### src/rtl/axis2fifo_pkg.sv
// Shared types and defaults for the axis2fifo receive bridge.
// Optional frame length counter is enabled with `define AXIS2FIFO_FRAME_LEN_EN.
package axis2fifo_pkg;

    localparam int unsigned DEF_DATA_WIDTH = 32;
    localparam int unsigned DEF_DEPTH      = 4;
    localparam int unsigned FRAME_LEN_W    = 16;

    typedef enum logic [1:0] {
        ST_IDLE  = 2'd0,
        ST_RECV  = 2'd1,
        ST_DRAIN = 2'd2
    } state_e;

endpackage

### src/rtl/axis2fifo_mem.sv
// Circular buffer: storage, wrap-around pointers, occupancy and registered read port.
// Writes are dropped when full; pops are dropped when empty.
module axis2fifo_mem
    import axis2fifo_pkg::*;
#(
    parameter  int unsigned DATA_WIDTH = DEF_DATA_WIDTH,
    parameter  int unsigned DEPTH      = DEF_DEPTH,
    localparam int unsigned ADDR_WIDTH = $clog2(DEPTH),
    localparam int unsigned CNT_WIDTH  = ADDR_WIDTH + 1
) (
    input  logic                  clk,
    input  logic                  rst,
    input  logic                  wr_en_i,
    input  logic [DATA_WIDTH-1:0] wr_data_i,
    input  logic                  rd_en_i,
    output logic [DATA_WIDTH-1:0] dout_o,
    output logic                  dout_valid_o,
    output logic [CNT_WIDTH-1:0]  count_o,
    output logic                  full_o,
    output logic                  empty_o
);

    logic [DATA_WIDTH-1:0] mem_q [DEPTH];
    logic [ADDR_WIDTH-1:0] wr_ptr_q, wr_ptr_d;
    logic [ADDR_WIDTH-1:0] rd_ptr_q, rd_ptr_d;
    logic [CNT_WIDTH-1:0]  count_q, count_d;
    logic [DATA_WIDTH-1:0] dout_q, dout_d;
    logic                  dout_valid_q, dout_valid_d;
    logic                  wr, rd;

    assign full_o  = (count_q == CNT_WIDTH'(DEPTH));
    assign empty_o = (count_q == '0);
    assign wr      = wr_en_i && !full_o;
    assign rd      = rd_en_i && !empty_o;

    // Pointer widths equal log2(DEPTH), so increments wrap modulo DEPTH.
    always_comb begin
        wr_ptr_d     = wr_ptr_q;
        rd_ptr_d     = rd_ptr_q;
        count_d      = count_q + CNT_WIDTH'(wr) - CNT_WIDTH'(rd);
        dout_d       = dout_q;
        dout_valid_d = rd;
        if (wr) begin
            wr_ptr_d = wr_ptr_q + ADDR_WIDTH'(1);
        end
        if (rd) begin
            rd_ptr_d = rd_ptr_q + ADDR_WIDTH'(1);
            dout_d   = mem_q[rd_ptr_q];
        end
    end

    always_ff @(posedge clk) begin
        if (!rst) begin
            wr_ptr_q     <= '0;
            rd_ptr_q     <= '0;
            count_q      <= '0;
            dout_q       <= '0;
            dout_valid_q <= 1'b0;
        end else begin
            wr_ptr_q     <= wr_ptr_d;
            rd_ptr_q     <= rd_ptr_d;
            count_q      <= count_d;
            dout_q       <= dout_d;
            dout_valid_q <= dout_valid_d;
        end
    end

    // Storage needs no reset; contents are only visible through counted reads.
    always_ff @(posedge clk) begin
        if (wr) begin
            mem_q[wr_ptr_q] <= wr_data_i;
        end
    end

    assign dout_o       = dout_q;
    assign dout_valid_o = dout_valid_q;
    assign count_o      = count_q;

endmodule

### src/rtl/axis2fifo.sv
// AXI-Stream slave that buffers one frame per start into a FIFO and flags completion when drained.
// Define AXIS2FIFO_FRAME_LEN_EN to add the frame_len beat counter output.
module axis2fifo
    import axis2fifo_pkg::*;
#(
    parameter  int unsigned DATA_WIDTH = DEF_DATA_WIDTH,
    parameter  int unsigned DEPTH      = DEF_DEPTH,
    localparam int unsigned ADDR_WIDTH = $clog2(DEPTH)
) (
    input  logic                   clk,
    input  logic                   rst,
    input  logic                   start,
    input  logic [DATA_WIDTH-1:0]  m_axis_tdata,
    input  logic                   m_axis_tvalid,
    output logic                   m_axis_tready,
    input  logic                   m_axis_tlast,
    input  logic                   read,
    output logic [DATA_WIDTH-1:0]  dout,
    output logic                   dout_valid,
    output logic                   empty,
    output logic                   full,
    output logic [ADDR_WIDTH:0]    count,
    output logic                   frame_done,
    output logic                   underflow
`ifdef AXIS2FIFO_FRAME_LEN_EN
    ,
    output logic [FRAME_LEN_W-1:0] frame_len
`endif
);

    state_e state_q, state_d;
    logic   frame_done_q, frame_done_d;
    logic   underflow_q, underflow_d;
    logic   beat_acc;

    // Ready depends only on registered state and occupancy, never on tvalid.
    assign m_axis_tready = (state_q == ST_RECV) && !full;
    assign beat_acc      = m_axis_tvalid && m_axis_tready;

    axis2fifo_mem #(
        .DATA_WIDTH (DATA_WIDTH),
        .DEPTH      (DEPTH)
    ) u_mem (
        .clk          (clk),
        .rst          (rst),
        .wr_en_i      (beat_acc),
        .wr_data_i    (m_axis_tdata),
        .rd_en_i      (read),
        .dout_o       (dout),
        .dout_valid_o (dout_valid),
        .count_o      (count),
        .full_o       (full),
        .empty_o      (empty)
    );

    always_comb begin
        state_d      = state_q;
        frame_done_d = frame_done_q;
        underflow_d  = underflow_q;
        unique case (state_q)
            ST_IDLE: begin
                if (start) begin
                    state_d      = ST_RECV;
                    frame_done_d = 1'b0;
                    underflow_d  = 1'b0;
                end
            end
            ST_RECV: begin
                if (beat_acc && m_axis_tlast) begin
                    state_d = ST_DRAIN;
                end
            end
            ST_DRAIN: begin
                if (empty) begin
                    frame_done_d = 1'b1;
                    state_d      = ST_IDLE;
                end
            end
            default: state_d = ST_IDLE;
        endcase
        // A pop on an empty buffer is reported even in the cycle start clears the flag.
        if (read && empty) begin
            underflow_d = 1'b1;
        end
    end

    always_ff @(posedge clk) begin
        if (!rst) begin
            state_q      <= ST_IDLE;
            frame_done_q <= 1'b0;
            underflow_q  <= 1'b0;
        end else begin
            state_q      <= state_d;
            frame_done_q <= frame_done_d;
            underflow_q  <= underflow_d;
        end
    end

    assign frame_done = frame_done_q;
    assign underflow  = underflow_q;

`ifdef AXIS2FIFO_FRAME_LEN_EN
    logic [FRAME_LEN_W-1:0] frame_len_q, frame_len_d;

    // Beats accepted in the current frame, saturating at all-ones.
    always_comb begin
        frame_len_d = frame_len_q;
        if (state_q == ST_IDLE && start) begin
            frame_len_d = '0;
        end else if (beat_acc && frame_len_q != '1) begin
            frame_len_d = frame_len_q + FRAME_LEN_W'(1);
        end
    end

    always_ff @(posedge clk) begin
        if (!rst) begin
            frame_len_q <= '0;
        end else begin
            frame_len_q <= frame_len_d;
        end
    end

    assign frame_len = frame_len_q;
`endif

endmodule

### config.mk
export PLATFORM = sky130hd
export DESIGN_NAME = axis2fifo
export DESIGN_NICKNAME = d
export VERILOG_FILES = /design/src/rtl/axis2fifo_pkg.sv /design/src/rtl/axis2fifo_mem.sv /design/src/rtl/axis2fifo.sv
export SDC_FILE = /design/constraint.sdc
export NUM_CORES = 1
export LEC_CHECK = 0
export CORE_MARGIN = 3
export CORE_UTILIZATION = 32
export CTS_CLUSTER_DIAMETER = 50
export DETAILED_ROUTE_END_ITERATION = 12
export SYNTH_ARGS = -nofsm -noshare
export SYNTH_HDL_FRONTEND = slang
export SYNTH_HIERARCHICAL = 1
export SYNTH_SLANG_ARGS = --single-unit
### constraint.sdc
create_clock -name clk -period 4.3 [get_ports clk]
set_input_delay 0.43 -clock clk [delete_from_list [all_inputs] [get_ports clk]]
set_output_delay 0.43 -clock clk [all_outputs]
set_load 0.02 [all_outputs]
* Yosys cells after proc, flatten, opt, wreduce, memory -nomap -nowiden
Memories as Yosys holds them, arrays and structs flattened. A register that Yosys moved wholly into a read port is not among the register bits. Cells that the tools add are included.
Storage, ports and cells: register bits 12, memory bits (writable) 128, bits of input ports 38, output and inout port bits 41, logic and storage cells 46, memories 1
Cells by class: add/sub/neg operators 4, equal/unequal tests 6, mux-type cells 11, reduce and logical (&&, ||, !) cells 17
Memories:
- u_mem.mem_q | depth 4, bits a word 32, read ports 1, clocked after memory_dff 1, write ports 1, line axis2fifo_mem.sv:23 | logic [DATA_WIDTH-1:0] mem_q [DEPTH];
Operators with widths (number):
- 1-bit logical AND | 6
- 1-bit 2-to-1 mux | 6
- 2-bit 2-to-1 mux | 3
- 2-bit one-hot mux with 3 select lines | 1
- 3-bit AND reduction | 2
- 2-bit nonzero test | 3
- 2-bit by 1-bit adder with 2-bit output, second input constant | 2
- 2-bit inequality test, second input constant | 2
- 3-bit by 1-bit adder with 3-bit output | 1
- 3-bit == test, second input constant | 1
- 1-bit zero test | 3
- 3-bit zero test | 1
- 3-bit by 1-bit subtractor with 3-bit output | 1
- 2-bit by 1-bit == test with 1-bit output, second input constant | 1
- 2-bit == test, second input constant | 1
- 2-bit zero test | 1
- 2-bit by 1-bit inequality test with 1-bit output, second input constant | 1
- 1-bit one-hot mux with 2 select lines | 1
- 2-bit AND reduction | 1

* Longest topological paths before layout
Gate-level depths: netlist of run 1.
word-level depth 7, depth in mapped cells 14, depth with buffers taken out 13

* Cells and area by module
Netlist of run 1, hierarchy kept.
Modules (own cells, without submodules):
- axis2fifo_mem | times used 1, cells an instance 290, area each 6033.3 um^2, seq. area each 4644.5 um^2
- axis2fifo | times used 1, cells an instance 21, area each 181.4 um^2, seq. area each 80.1 um^2

* Worst setup path before layout of run 1
Ideal clock, no wire load.
path type register to register, from register u_mem.count_q[2] (netlist: u_mem/count_o[2]), to register u_mem.count_q[2] (netlist: u_mem/count_o[2]), setup time 0.115 ns, arrival 2.895 ns, data required time 4.185 ns, slack 1.290 ns, cell stages (with the launch flop) 15, buffers on the path 1, clock period less this slack 3.010 ns, path through dfxtp_1 or3b_2 buf_2 inv_1 and4bb_4 inv_1 nor2_1 inv_1 ha_1 inv_1 ha_1 fa_1 xor2_1 xnor2_1 and2_1
On the way: longest elaborated chain between the ends 7, elaborated cells on any way between the ends 10, classes of those cells add/sub (2); eq/ne (1); reduce/logical (7)
RTL lines:
- from (decl) | line axis2fifo_mem.sv:26 | logic [CNT_WIDTH-1:0] count_q, count_d;
- from (signal assigned) | line axis2fifo_mem.sv:62 | count_q <= count_d;
- 3-bit == test | line axis2fifo_mem.sv:31 | assign full_o = (count_q == CNT_WIDTH'(DEPTH));
- net full | line axis2fifo.sv:21 | output logic full,
- 1-bit zero test | line axis2fifo.sv:37 | assign m_axis_tready = (state_q == ST_RECV) && !full;
- 1-bit logical AND | line axis2fifo.sv:37
- 1-bit logical AND | line axis2fifo.sv:38 | assign beat_acc = m_axis_tvalid && m_axis_tready;
- net beat_acc | line axis2fifo.sv:34 | logic beat_acc;
- 1-bit logical AND | line axis2fifo_mem.sv:33 | assign wr = wr_en_i && !full_o;
- 3-bit by 1-bit adder with 3-bit output | line axis2fifo_mem.sv:40 | count_d = count_q + CNT_WIDTH'(wr) - CNT_WIDTH'(rd);
- 3-bit by 1-bit subtractor with 3-bit output | line axis2fifo_mem.sv:40
The timed path passes the listed nets, and every way through them passes these cells. A chain may end at the register's enable or synchronous reset.

* Final worst setup path of run 1
from register u_mem.count_q[2] (netlist: u_mem/count_o[2]), to register u_mem.count_q[2] (netlist: u_mem/count_o[2])
On the way: longest elaborated chain between the ends 7, elaborated cells on any way between the ends 10, classes of those cells add/sub (2); eq/ne (1); reduce/logical (7)
RTL lines (line):
- 3-bit == test | axis2fifo_mem.sv:31
- 1-bit zero test | axis2fifo.sv:37
- 1-bit logical AND | axis2fifo.sv:37
- 1-bit logical AND | axis2fifo.sv:38
- net beat_acc | axis2fifo.sv:34
- 1-bit logical AND | axis2fifo_mem.sv:33
- 3-bit by 1-bit adder with 3-bit output | axis2fifo_mem.sv:40
- 3-bit by 1-bit subtractor with 3-bit output | axis2fifo_mem.sv:40
The timed path passes the listed nets, and every way through them passes these cells.

==> results.py, run 1 <==
metrics = {
    "critical_path": {
        "crit_end": "u_mem/count_o[2]",
        "r2r_setup_slack_ns": 1.39,
        "crit_slowest_cell": "or3b_2",
        "crit_buf_inv": 4,
        "timing.rr.end": "u_mem/count_o[2]",
        "cp_data_arrival_time_ns": 3.22,
        "start_kind": "register",
        "critical_path.top_delay_family": "simple AND/OR/NAND/NOR gates",
        "crit_chain": "or3b_2 > inv_1 > and4bb_4 > inv_1 > nor2_1 > inv_1 > ha_1 > inv_1 > ha_1 > fa_1 > xor2_1 > xnor2_1 > and2_1",
        "cp_max_fo": 8,
        "worst-path-stages": 13,
        "r2r-start": "u_mem/count_o[2]",
        "cp_slowest_stage_delay_ns": 0.55,
        "path_common_cell": "inv_1",
        "crit_path_end_kind": "register",
        "crit_type": "register to register",
        "cp.required_ns": 4.61,
        "crit_path_start": "u_mem/count_o[2]",
        "r2r_cells": 13,
    },
    "finish": {
        "utilization_pct": 41.5,
        "nets": 438,
        "drive_gt1_share_pct": 18.0,
        "final_cell_mix": "edfxtp_1 (128), clkdlybuf4s50_1 (78), dfxtp_1 (42), mux4_2 (32), a22o_1 (32)",
        "area_delta_synth_final_pct": 26.3,
        "final_common_cell": "edfxtp_1",
        "n_antenna_cell": 0,
        "final_area_mm2": 0.00785,
        "stdcell_count": 666,
    },
    "sta": {
        "final.period_utilization_pct": 67.6,
        "tns_ns": 0,
        "rsz0062_at_grt": "no",
        "maxSlewHeadroom_pct": 36.6,
        "min_period_ns": 2.91,
        "tightest_slew_ns": 0.951,
        "final-setup-viol-count": 0,
        "max_freq_mhz": 344,
        "holdWs_ns": 0.478,
        "worst_slack_ns": 1.39,
        "finalMaxSlewViolations": 0,
        "hold_viol_final": 0,
        "clock_skew_ns": 0.00781,
    },
    "placement": {
        "gp_congestion": 0.689,
        "dp_cells": 634,
        "placed_area_mm2": 0.00725,
        "place_ws_ns": 1.39,
        "dp_hpwl_um": 6880,
        "port_buffers": 78,
    },
    "die": {
        "dieArea_mm2": 0.0211,
        "io_pins": 79,
        "die_w_um": 145,
        "rows": 50,
        "fp.coreArea_mm2": 0.0189,
        "initial_utilization_pct": 32.9,
        "die_y_um": 145,
    },
    "global_route": {
        "grt_pass1_wl_um": 18600,
        "antenna_found_initial": 0,
        "grt_pass1_vias": 3336,
        "gr-total-overflow": 0,
        "grt_max_degree": 34,
        "globalRouteTotalUtil_pct": 11.5,
    },
    "cts": {
        "cts_hold_buf": 0,
        "cts_tree": "built",
        "insertion_delay_ns": 0.41,
        "cts-resized-gates": 0,
        "htree_levels": 4,
        "clk_pin_slew_ns": 0.06,
        "cts_inserted_buffers": 17,
        "cts_max_path_buffers": 2,
        "clock-sinks": 172,
        "cts.root.buffer_cell": "clkbuf_16",
        "post_cts_buffers": 0,
    },
    "synthesis": {
        "synth.area.top_cells": "edfxtp_1 (62%), dfxtp_1 (14%), mux4_2 (12%)",
        "synth_area_leader_cell": "edfxtp_1",
        "yosysWarnings": 6,
        "ys_seq_area_share_pct": 76.0,
        "syn_area_mm2": 0.00621,
        "synth_area_per_cell_um2": 20.0,
        "ys_types": 28,
        "synth_nets": 356,
        "ys_seq_elements": 172,
        "synth_top_area_share_pct": 61.8,
        "netlist_instances": 311,
    },
    "power_and_ir_drop": {
        "finalPower_mw": 4.52,
        "leakage_nw": 2.54,
        "peakVddDrop_mv": 0.392,
        "p_per_area_mw_per_mm2": 576,
    },
    "flow_run": {
        "drv_cap": 0,
    },
    "routing": {
        "vias": 3076,
        "drtIter0Drc": 138,
        "drtAntennaViolNets": 0,
        "routedWlPerCell_um": 17.6,
        "via_per_inst": 4.62,
        "route.detailed.drc": 0,
        "wl_um": 11700,
        "drt_pass1_iterations": 4,
    },
    "min_path": {
        "hold_class": "register to register",
    },
    "status": {
        "status": "finished clean",
    },
}
layout make-up:
type                       instances  area, um2
clock buffer                      18        429
clock inverter                    14        170
fill                            1733      11000
inverter                          10       37.5
multi-input combinational        113       1370
sequential                       172       4730
tap                              260        325
timing repair buffer              79        788
registers in the layout (all words and copies together) (netlist names):
name	cells
underflow	1
u_mem/mem_q	128
u_mem/wr_ptr_q	2
u_mem/rd_ptr_q	2
u_mem/count_o	3
frame_done	1
u_mem/dout_o	32
u_mem/dout_valid_o	1
state_q	2
layer usage:
layer / share of wire, % / track usage [%] / routed length [um]
met1: 43 / 13.8 / 5020
met3: 5.2 / 4.61 / 613
met4: 1.3 / 3.56 / 155
met2: 51 / 19.2 / 5940
met5: 0 / 0 / 0
where the power goes:
group | switching [mW] | internal (mW)
clock network | 0.611 | 0.913
registers | 0.148 | 1.93
logic | 0.418 | 0.502
total | 1.18 | 3.34
worst min path at each step:
| stage | from | to | slack (ns) | cells after the start |
|---|---|---|---|---|
| after floorplan | state_q[1] | frame_done | 0.48 | 2 |
| after CTS | u_mem/dout_o[5] | u_mem/dout_o[5] | 0.48 | 1 |
| final | u_mem/dout_o[3] | u_mem/dout_o[3] | 0.48 | 1 |
| after global routing | u_mem/dout_o[9] | u_mem/dout_o[9] | 0.50 | 1 |
| after detailed placement | u_mem/dout_o[16] | u_mem/dout_o[16] | 0.47 | 1 |
| after global placement | u_mem/dout_o[3] | u_mem/dout_o[3] | 0.46 | 1 |
cells in the mapped netlist:
library cell / number
and4bb_2: 1
a22o_1: 32
inv_1: 10
fa_1: 1
o21ai_0: 4
mux4_2: 32
buf_6: 3
a21oi_1: 3
and3_1: 4
nand2_1: 4
buf_4: 1
or3b_2: 1
nand2b_1: 1
buf_2: 9
xor2_1: 2
and2_1: 4
dfxtp_1: 44
o31a_1: 1
nand3_1: 3
ha_1: 6
o311ai_0: 1
nor3_1: 2
clkbuf_1: 3
edfxtp_1: 128
a21boi_0: 2
nor2_1: 6
xnor2_1: 2
and4bb_4: 1
cell families (layout without fill, tap and decap cells):
group	count (synthesis)	after routing	synth area share [%]
flops	172	172	76.0
compound gates	43	43	5.60
fa+ha+maj	7	7	1.53
xor+xnor	4	4	0.564
simple gates	27	27	2.52
buf+inv	26	121	2.17
mux	32	32	11.6
No activity file was read; power rests on OpenSTA's default activity.
==> run 2, diff against run 1 <==
==> constraint.sdc (replaced) <==
create_clock -name clk -period 2.8 [get_ports clk]
set_input_delay 0.28 -clock clk [delete_from_list [all_inputs] [get_ports clk]]
set_output_delay 0.28 -clock clk [all_outputs]
set_load 0.02 [all_outputs]
==> results.py, run 2 (synthesized netlist as in run 1, its figures left out) <==
metrics = {
    "sta": {
        "finalMaxSlewViolations": 0,
        "tns_ns": 0,
        "tightest_slew_ns": 0.769,
        "clock_skew_ns": 0.00755,
        "final-setup-viol-count": 0,
        "rsz0062_at_grt": "no",
        "final.period_utilization_pct": 95.0,
        "maxSlewHeadroom_pct": 48.7,
        "max_freq_mhz": 376,
        "hold_viol_final": 0,
        "min_period_ns": 2.66,
    },
    "routing": {
        "vias": 3134,
        "routedWlPerCell_um": 18.3,
        "drtIter0Drc": 158,
        "via_per_inst": 4.64,
        "drtAntennaViolNets": 0,
        "wl_um": 12300,
        "route.detailed.drc": 0,
        "drt_pass1_iterations": 4,
    },
    "die": {
        "io_pins": 79,
        "die_y_um": 145,
        "fp.coreArea_mm2": 0.0189,
        "die_w_um": 145,
        "initial_utilization_pct": 32.9,
        "dieArea_mm2": 0.0211,
        "rows": 50,
    },
    "critical_path": {
        "r2r_setup_slack_ns": 0.14,
        "cp_max_fo": 8,
        "cp_data_arrival_time_ns": 2.97,
        "start_kind": "register",
        "cp.required_ns": 3.11,
        "crit_type": "register to register",
        "crit_path_end_kind": "register",
    },
    "finish": {
        "drive_gt1_share_pct": 20.3,
        "area_delta_synth_final_pct": 27.1,
        "final_common_cell": "edfxtp_1",
        "top_register": "u_mem/mem_q",
        "largest_reg_flops": 128,
        "utilization_pct": 41.8,
        "fill_cells": 1689,
        "nets": 447,
        "stdcell_count": 675,
        "final_cell_mix": "edfxtp_1 (128), clkdlybuf4s50_1 (78), dfxtp_1 (39), mux4_2 (32), a22o_1 (32)",
    },
    "cts": {
        "cts_tree": "built",
        "insertion_delay_ns": 0.42,
        "cts_max_path_buffers": 2,
        "htree_levels": 4,
        "clock-sinks": 172,
        "cts.root.buffer_cell": "clkbuf_16",
        "clk_pin_slew_ns": 0.06,
        "cts_inserted_buffers": 17,
    },
    "placement": {
        "port_buffers": 78,
        "gp_congestion": 0.700,
        "dp_hpwl_um": 7440,
        "dp_cells": 642,
    },
    "status": {
        "status": "finished clean",
    },
    "flow_run": {
        "drv_cap": 0,
    },
    "power_and_ir_drop": {
        "leakage_nw": 2.60,
        "p_per_area_mw_per_mm2": 875,
        "peakVddDrop_mv": 0.482,
    },
    "global_route": {
        "antenna_found_initial": 0,
        "grt_pass1_vias": 3370,
        "globalRouteTotalUtil_pct": 12.1,
        "gr-total-overflow": 0,
        "grt_pass1_wl_um": 19400,
        "grt_max_degree": 34,
    },
    "min_path": {
        "hold_class": "primary input to register",
    },
}
## run 2: cell types whose count changed in the layout (fill, tap and decap cells not counted), moves of 2 or more
cell	change
buf_4	+8
clkinv_2	+5
clkinvlp_4	-5
clkbuf_1	+3
dfxtp_1	-3
dfxtp_2	+3
clkbuf_8	+2
clkinv_1	-2
clkinv_4	-2
## run 2: final timing paths
kind | from | end | depth (start not counted)
worst min register to register | u_mem/dout_o[19] | u_mem/dout_o[19] | 1
worst max register to register | u_mem/count_o[2] | u_mem/count_o[2] | 13
worst max-delay path | u_mem/count_o[2] | u_mem/count_o[2] | 13
worst min-delay path | m_axis_tlast | state_q[1] | 3
## run 2: final cells by class
cell class	instances	area (um2)	area share [%]
clock buffers	23	468	5.93
clock inverters	8	93.8	1.19
diodes	1	2.50	0.0317
well taps	260	325	4.12
repair buffers	88	868	11.0
inverters	10	37.5	0.475
multi-input cells	113	1370	17.4
flip-flops and latches	172	4730	59.9
## run 2: stage by stage
step                setup WS, ns  power, mW  cell area [um2]  hold WS, ns
floorplan                 0.0103       4.12             6220        0.379
global placement           0.173       4.71             7320        0.462
detailed placement        0.0778       4.74             7320        0.466
CTS                       0.0489       7.00             7890        0.445
global route              0.0128       7.23             7900        0.481
finish                     0.139       6.91             7900        0.466
## run 2: repair_timing
item,in CTS,in global routing
endpoints found under the setup margin,0,1
hold buffers,0,0
gates resized for setup,0,1
setup buffers,0,1
endpoints found under the hold margin,0,0
## run 2: critical path, cell delays in order (launching register included)
cell and delay (ns):
dfxtp_2 0.35, or3b_4 0.27, inv_2 0.04, and4bb_4 0.35
inv_1 0.07, nor2_1 0.10, inv_1 0.05, ha_1 0.26
inv_1 0.04, ha_1 0.19, fa_1 0.39, xor2_1 0.18
xnor2_1 0.12, and2_1 0.15
## run 2: layer usage
| layer | global-route usage [%] | vias up | routed length, um |
|---|---|---|---|
| li1 | - | 1435 | - |
| met1 | 15.4 | 1619 | 5450 |
| met2 | 19.6 | 69 | 6140 |
| met3 | 4.52 | 11 | 631 |
| met4 | 3.56 | 0 | 121 |
| met5 | 0 | - | 0 |
## run 2: power by group
part / switching (mW) / total [mW] / leakage [nW] / internal [mW]
combinational: 0.729 / 1.55 / 0.803 / 0.817
sequential: 0.167 / 3.13 / 1.52 / 2.96
clock: 0.887 / 2.24 / 0.281 / 1.35
total: 1.78 / 6.91 / 2.60 / 5.13
